[config.mk]
export PLATFORM = sky130hd
export DESIGN_NAME = rf_writeback_unit
export DESIGN_NICKNAME = d
export VERILOG_FILES = /design/src/rtl/rf_writeback_unit.sv
export SDC_FILE = /design/constraint.sdc
export NUM_CORES = 1
export LEC_CHECK = 0
export ABC_AREA = 1
export CAP_MARGIN = 20
export CORE_ASPECT_RATIO = 0.75
export CORE_MARGIN = 5
export CORE_UTILIZATION = 36
export DETAILED_ROUTE_END_ITERATION = 6
export GPL_ROUTABILITY_DRIVEN = 0
export RECOVER_POWER = 25
export SLEW_MARGIN = 20
export SYNTH_ARGS = -nofsm -noshare
export SYNTH_HDL_FRONTEND = slang
export SYNTH_SLANG_ARGS = --single-unit
[constraint.sdc]
create_clock -name clk_i -period 2.9 [get_ports clk_i]
set_clock_uncertainty 0.2 [all_clocks]
set_input_delay 0.58 -clock clk_i [delete_from_list [all_inputs] [get_ports clk_i]]
set_output_delay 0.58 -clock clk_i [all_outputs]
set_load 0.01 [all_outputs]
[src/rtl/rf_writeback_unit.sv]
// Register-file write-back merger: priority ALU path plus a queued long-latency path,
// with a pending-destination scoreboard that drives the decoder read-hazard stall.
module rf_writeback_unit #(
  parameter int unsigned XLEN  = 32,
  parameter int unsigned DEPTH = 4
) (
  input  logic            clk_i,
  input  logic            rst_i,
  input  logic            alu_valid_i,
  input  logic [4:0]      alu_rd_i,
  input  logic [XLEN-1:0] alu_data_i,
  input  logic            ll_valid_i,
  output logic            ll_ready_o,
  input  logic [4:0]      ll_rd_i,
  input  logic [XLEN-1:0] ll_data_i,
  input  logic            iss_valid_i,
  input  logic [4:0]      iss_rd_i,
  output logic            iss_ready_o,
  input  logic [4:0]      hz_rs1_i,
  input  logic [4:0]      hz_rs2_i,
  output logic            hz_stall_o,
  output logic            rr_we_o,
  output logic [4:0]      rr_rd_o,
  output logic [XLEN-1:0] rr_datard_o
);

  localparam int unsigned PTR_W = (DEPTH > 1) ? $clog2(DEPTH) : 1;
  localparam int unsigned CNT_W = PTR_W + 1;

  logic [XLEN-1:0]  fifo_data [DEPTH];
  logic [4:0]       fifo_rd   [DEPTH];
  logic [PTR_W-1:0] wr_ptr;
  logic [PTR_W-1:0] rd_ptr;
  logic [CNT_W-1:0] count;
  logic [31:0]      pending;
  logic [31:0]      pending_nxt;

  logic             push;
  logic             pop;
  logic             fifo_nonempty;
  logic             sel_valid;
  logic [4:0]       sel_rd;
  logic [XLEN-1:0]  sel_data;
  logic             iss_fire;

  // Ready depends only on the registered count, so a same-cycle pop cannot open a full FIFO.
  assign ll_ready_o    = (count != CNT_W'(DEPTH));
  assign fifo_nonempty = (count != '0);
  assign push          = ll_valid_i & ll_ready_o;
  assign pop           = ~alu_valid_i & fifo_nonempty;

  assign iss_ready_o = ~pending[iss_rd_i] | (iss_rd_i == 5'd0);
  assign iss_fire    = iss_valid_i & iss_ready_o & (iss_rd_i != 5'd0);

  assign hz_stall_o = ((hz_rs1_i != 5'd0) & pending[hz_rs1_i]) |
                      ((hz_rs2_i != 5'd0) & pending[hz_rs2_i]);

  always_comb begin
    sel_valid = 1'b0;
    sel_rd    = '0;
    sel_data  = '0;
    if (alu_valid_i) begin
      sel_valid = 1'b1;
      sel_rd    = alu_rd_i;
      sel_data  = alu_data_i;
    end else if (fifo_nonempty) begin
      sel_valid = 1'b1;
      sel_rd    = fifo_rd[rd_ptr];
      sel_data  = fifo_data[rd_ptr];
    end
  end

  always_comb begin
    rr_we_o     = sel_valid & (sel_rd != 5'd0);
    rr_rd_o     = '0;
    rr_datard_o = '0;
    if (rr_we_o) begin
      rr_rd_o     = sel_rd;
      rr_datard_o = sel_data;
    end
  end

  // Clear from the committing FIFO entry first, then apply the issue so a set wins a same-rd clash.
  always_comb begin
    pending_nxt = pending;
    if (pop && (fifo_rd[rd_ptr] != 5'd0)) begin
      pending_nxt[fifo_rd[rd_ptr]] = 1'b0;
    end
    if (iss_fire) begin
      pending_nxt[iss_rd_i] = 1'b1;
    end
  end

  always_ff @(posedge clk_i or posedge rst_i) begin
    if (rst_i) begin
      pending <= '0;
    end else begin
      pending <= pending_nxt;
    end
  end

  always_ff @(posedge clk_i or posedge rst_i) begin
    if (rst_i) begin
      wr_ptr <= '0;
      rd_ptr <= '0;
      count  <= '0;
    end else begin
      if (push) begin
        wr_ptr <= wr_ptr + 1'b1;
      end
      if (pop) begin
        rd_ptr <= rd_ptr + 1'b1;
      end
      case ({push, pop})
        2'b10:   count <= count + 1'b1;
        2'b01:   count <= count - 1'b1;
        default: count <= count;
      endcase
    end
  end

  always_ff @(posedge clk_i) begin
    if (push) begin
      fifo_data[wr_ptr] <= ll_data_i;
      fifo_rd[wr_ptr]   <= ll_rd_i;
    end
  end

endmodule

==> results.cfg <==
[routing]
wl_per_cell_um = 16.5
ant_nets = 0
wirelength_um = 26300
vias = 7971
drtIter0Drc = 703
vias_per_cell = 5.00
route.detailed.drc = 0
firstDrtPassIters = 5

[floorplan]
die-width_um = 196
dieArea_um2 = 29400
core_area_um2 = 25800
start_util = 0.363
die_h_um = 150
rows = 51
boundaryPins = 135

[synthesis]
synth_cells = 1050
netlist.area_leader.share = 0.474
yosysSeqAreaShare = 0.579
yosysWarnings = 0
yosys.area.top_type = edfxtp_1
async_reset_ff_frac = 0.209
synthesis.area_um2 = 9370
syn_area_per_cell_um2 = 8.92
synth-edff-count = 148
synth-seq-cells = 187
yosys-top-cells-area = edfxtp_1 (47%), nand2_1 (11%), dfrtp_1 (10%), nor2_1 (6.7%), o21ai_0 (4.2%)
ys_types = 31
syn_nets = 1150
synth_flop_cell = edfxtp_1

[power]
switching_power_mw = 4.36
p_leak_nw = 5.14
power_mw = 11.2
swShare = 0.389
power_frac_comb = 0.452
power.density_nw_per_um2 = 900
pwr-share-seq = 0.351
peakVddDrop_uv = 597
clock_power_share = 0.197
internal-power_mw = 6.86

[critical_path]
crit_chain = clkbuf_16, nand2_1, nand3_1, nand2_2, o21a_1, nand2_2, nor2_4, buf_12, buf_12, nor2_1, buf_2
path_class = reg2out
critical_path_buf_inv_count = 4
cpLargestDelayFamily = buffers and inverters
critical_path.max_stage_delay_ns = 0.49
crit_required_ns = 2.12
slowest_stage = dfrtp_2
r2r-end = pending[8]
r2r_start = rd_ptr[0]
cp-end-kind = output pin
path_max_fanout = 6
reg2reg_depth = 13
cp.arrival_ns = 2.19
rrSetupSlack_ns = 0.56
crit_start = rd_ptr[0]
start_kind = flip-flop

[cells_and_area]
nets = 1338
final-seq-area_um2 = 5420
fillers = 2399
drive_gt1_frac = 0.175
multi_input_area_um2 = 3560
finalInstanceArea_um2 = 12500
area_growth_pct = 33.0

[timing]
fmax_mhz = 337
fin_crit_sh = 1.02
rsz0062_at_grt = yes
setup_viol = 16
worst_pin_slew_ns = 0.536
finalHoldViolations = 0
layout_setup_ws_ns = -0.0664
fin_crit_ns = 2.97
slew_viol_final = 0
maxSlewHeadroom = 0.642

[clock_tree]
numCtsBuffers = 17
worstSkewPairLatency_ns = 0.43
cts_max_path_buffers = 2
clk_pin_slew_ns = 0.07
cts_sinks = 187
cts_root_buf = clkbuf_16
htreeDepth = 4
cts_tree = done

[job]
maxCapViolCount = 0

[placement]
port_buffers = 134
place_area_um2 = 11600
hpwlAfterDp_um = 17200
post-place-ws_ns = -0.487

[grt]
grt_pass1_vias = 7624
grt_start_max_net_pins = 51
grt_util_all_layers = 0.182
grt_pass1_wl_um = 42200
antenna_found_initial = 4
grt-ovfl-total = 0

[hold_path]
hp-start = pending[0]
hp-class = reg2reg
hold_end = pending[0]
min_path_cells = 0

[status]
violations = setup timing
status = complete, but fails checks
kinds of logic after synthesis:
kind of cell	count (synthesis)	share of synthesized area
AOI/OAI and AO/OA	155	0.0990
xor gates and xnor gates	4	0.00374
adders and majority gates	6	0.00882
buffers and inverters	142	0.0638
DFF	187	0.579
and+or+nand+nor	556	0.246
power by group through the flow:
| stage | combinational (mW) | clock (mW) | sequential [mW] |
|---|---|---|---|
| after floorplan | 2.83 | 0 | 3.88 |
| final | 5.07 | 2.22 | 3.94 |
| after CTS | 4.86 | 2.25 | 3.92 |
| after global placement | 4.72 | 0 | 3.96 |
| after global routing | 5.64 | 2.40 | 4.00 |
| after detailed placement | 4.77 | 0 | 3.97 |
metal layers:
layer / wire (um) / share of wire / vias up / GRT usage
met1: 13200 / 0.50 / 3772 / 0.277
met5: 21 / 0.00080 / - / 0
met4: 390 / 0.015 / 4 / 0.0488
li1: - / - / 3935 / -
met2: 11300 / 0.43 / 230 / 0.265
met3: 1380 / 0.053 / 30 / 0.0362
sequential cells by signal (all words and copies together) (netlist names):
register   count
wr_ptr         2
rd_ptr         2
pending       32
count          3
fifo_data    128
fifo_rd       20
how the worst max path moves through the flow:
stage,end,slack [ns],depth (start not counted)
2_1_floorplan,fifo_data[0][0],-0.07,4
3_3_place_gp,rr_datard_o[22],-0.44,10
3_5_place_dp,rr_datard_o[1],-0.49,9
4_1_cts,rr_datard_o[25],-0.15,12
5_1_grt,rr_datard_o[27],-0.18,11
6_report,rr_datard_o[26],-0.07,11
final cells by class:
type                            instances  share of cell area
Clock inverter                         12              0.0101
Antenna cell                            2            0.000402
Multi-Input combinational cell        721               0.286
Clock buffer                           18              0.0344
Tap cell                              344              0.0345
Sequential cell                       187               0.435
Inverter                               85              0.0263
Timing Repair Buffer                  226               0.173
cells in the mapped netlist, types with 3 or more instances:
library cell  count
clkinv_1          5
nor3_1            8
ha_1              5
o22ai_1          32
edfxtp_1        148
nand3_1          70
a22oi_1          32
inv_2             6
nand2_2           7
nand4_1          34
buf_4             7
o21ai_0          78
buf_2            19
clkbuf_1         29
inv_1            74
o21a_1            3
nand2_1         267
xor2_1            3
nor2_1          167
dfrtp_1          39
what timing repair did:
| action | in CTS | in global routing |
|---|---|---|
| endpoints found under the hold margin | 0 | 0 |
| endpoints found under the setup margin | 40 | 37 |
| setup buffers | 10 | 7 |
| pin swaps | 3 | 26 |
| hold buffers | 0 | 0 |
| gates cloned | 4 | 1 |
| resized for setup | 173 | 56 |
worst reg2reg max path, delay by kind of cell (launching register included):
family | cells | cell delay [ns]
simple gates | 7 | 0.57
flops | 1 | 0.49
compound gates | 1 | 0.14
buf+inv | 5 | 0.83
cells in the final DEF, fill, tap and decap left out, types with 3 or more instances in the layout:
master and n:
nand2_1 257, nor2_1 156, edfxtp_1 148, o21ai_0 75, inv_1 72, buf_4 67, nand3_1 60, clkdlybuf4s50_1 58
dfrtp_1 38, nand4_1 34, o22ai_1 31, a22oi_1 31, buf_2 31, dlygate4sd3_1 24, clkbuf_16 18, buf_12 14
nand2_2 12, nand3_2 10, inv_2 8, nor2_4 8, dlymetal6s2s_1 8, buf_6 8, dlygate4sd2_1 7, nor2_2 6
nand2_4 5, o21ai_1 5, ha_1 5, clkinv_1 4, nor3_2 4, clkinvlp_4 4, xor2_1 3, o21a_1 3
clkinv_2 3
stage by stage:
stage | instances | hold slack [ns] | TNS, ns | util
floorplan | 1050 | 0.249 | -9.70 | -
global placement | 1542 | 0.221 | -15.43 | 0.449
detailed placement | 1542 | 0.212 | -17.28 | 0.449
CTS | 1586 | 0.226 | -1.78 | 0.474
global route | 1595 | 0.235 | -4.57 | 0.483
finish | 1595 | 0.225 | -0.866 | 0.483
Note: power is estimated with default switching activity, not from simulation.
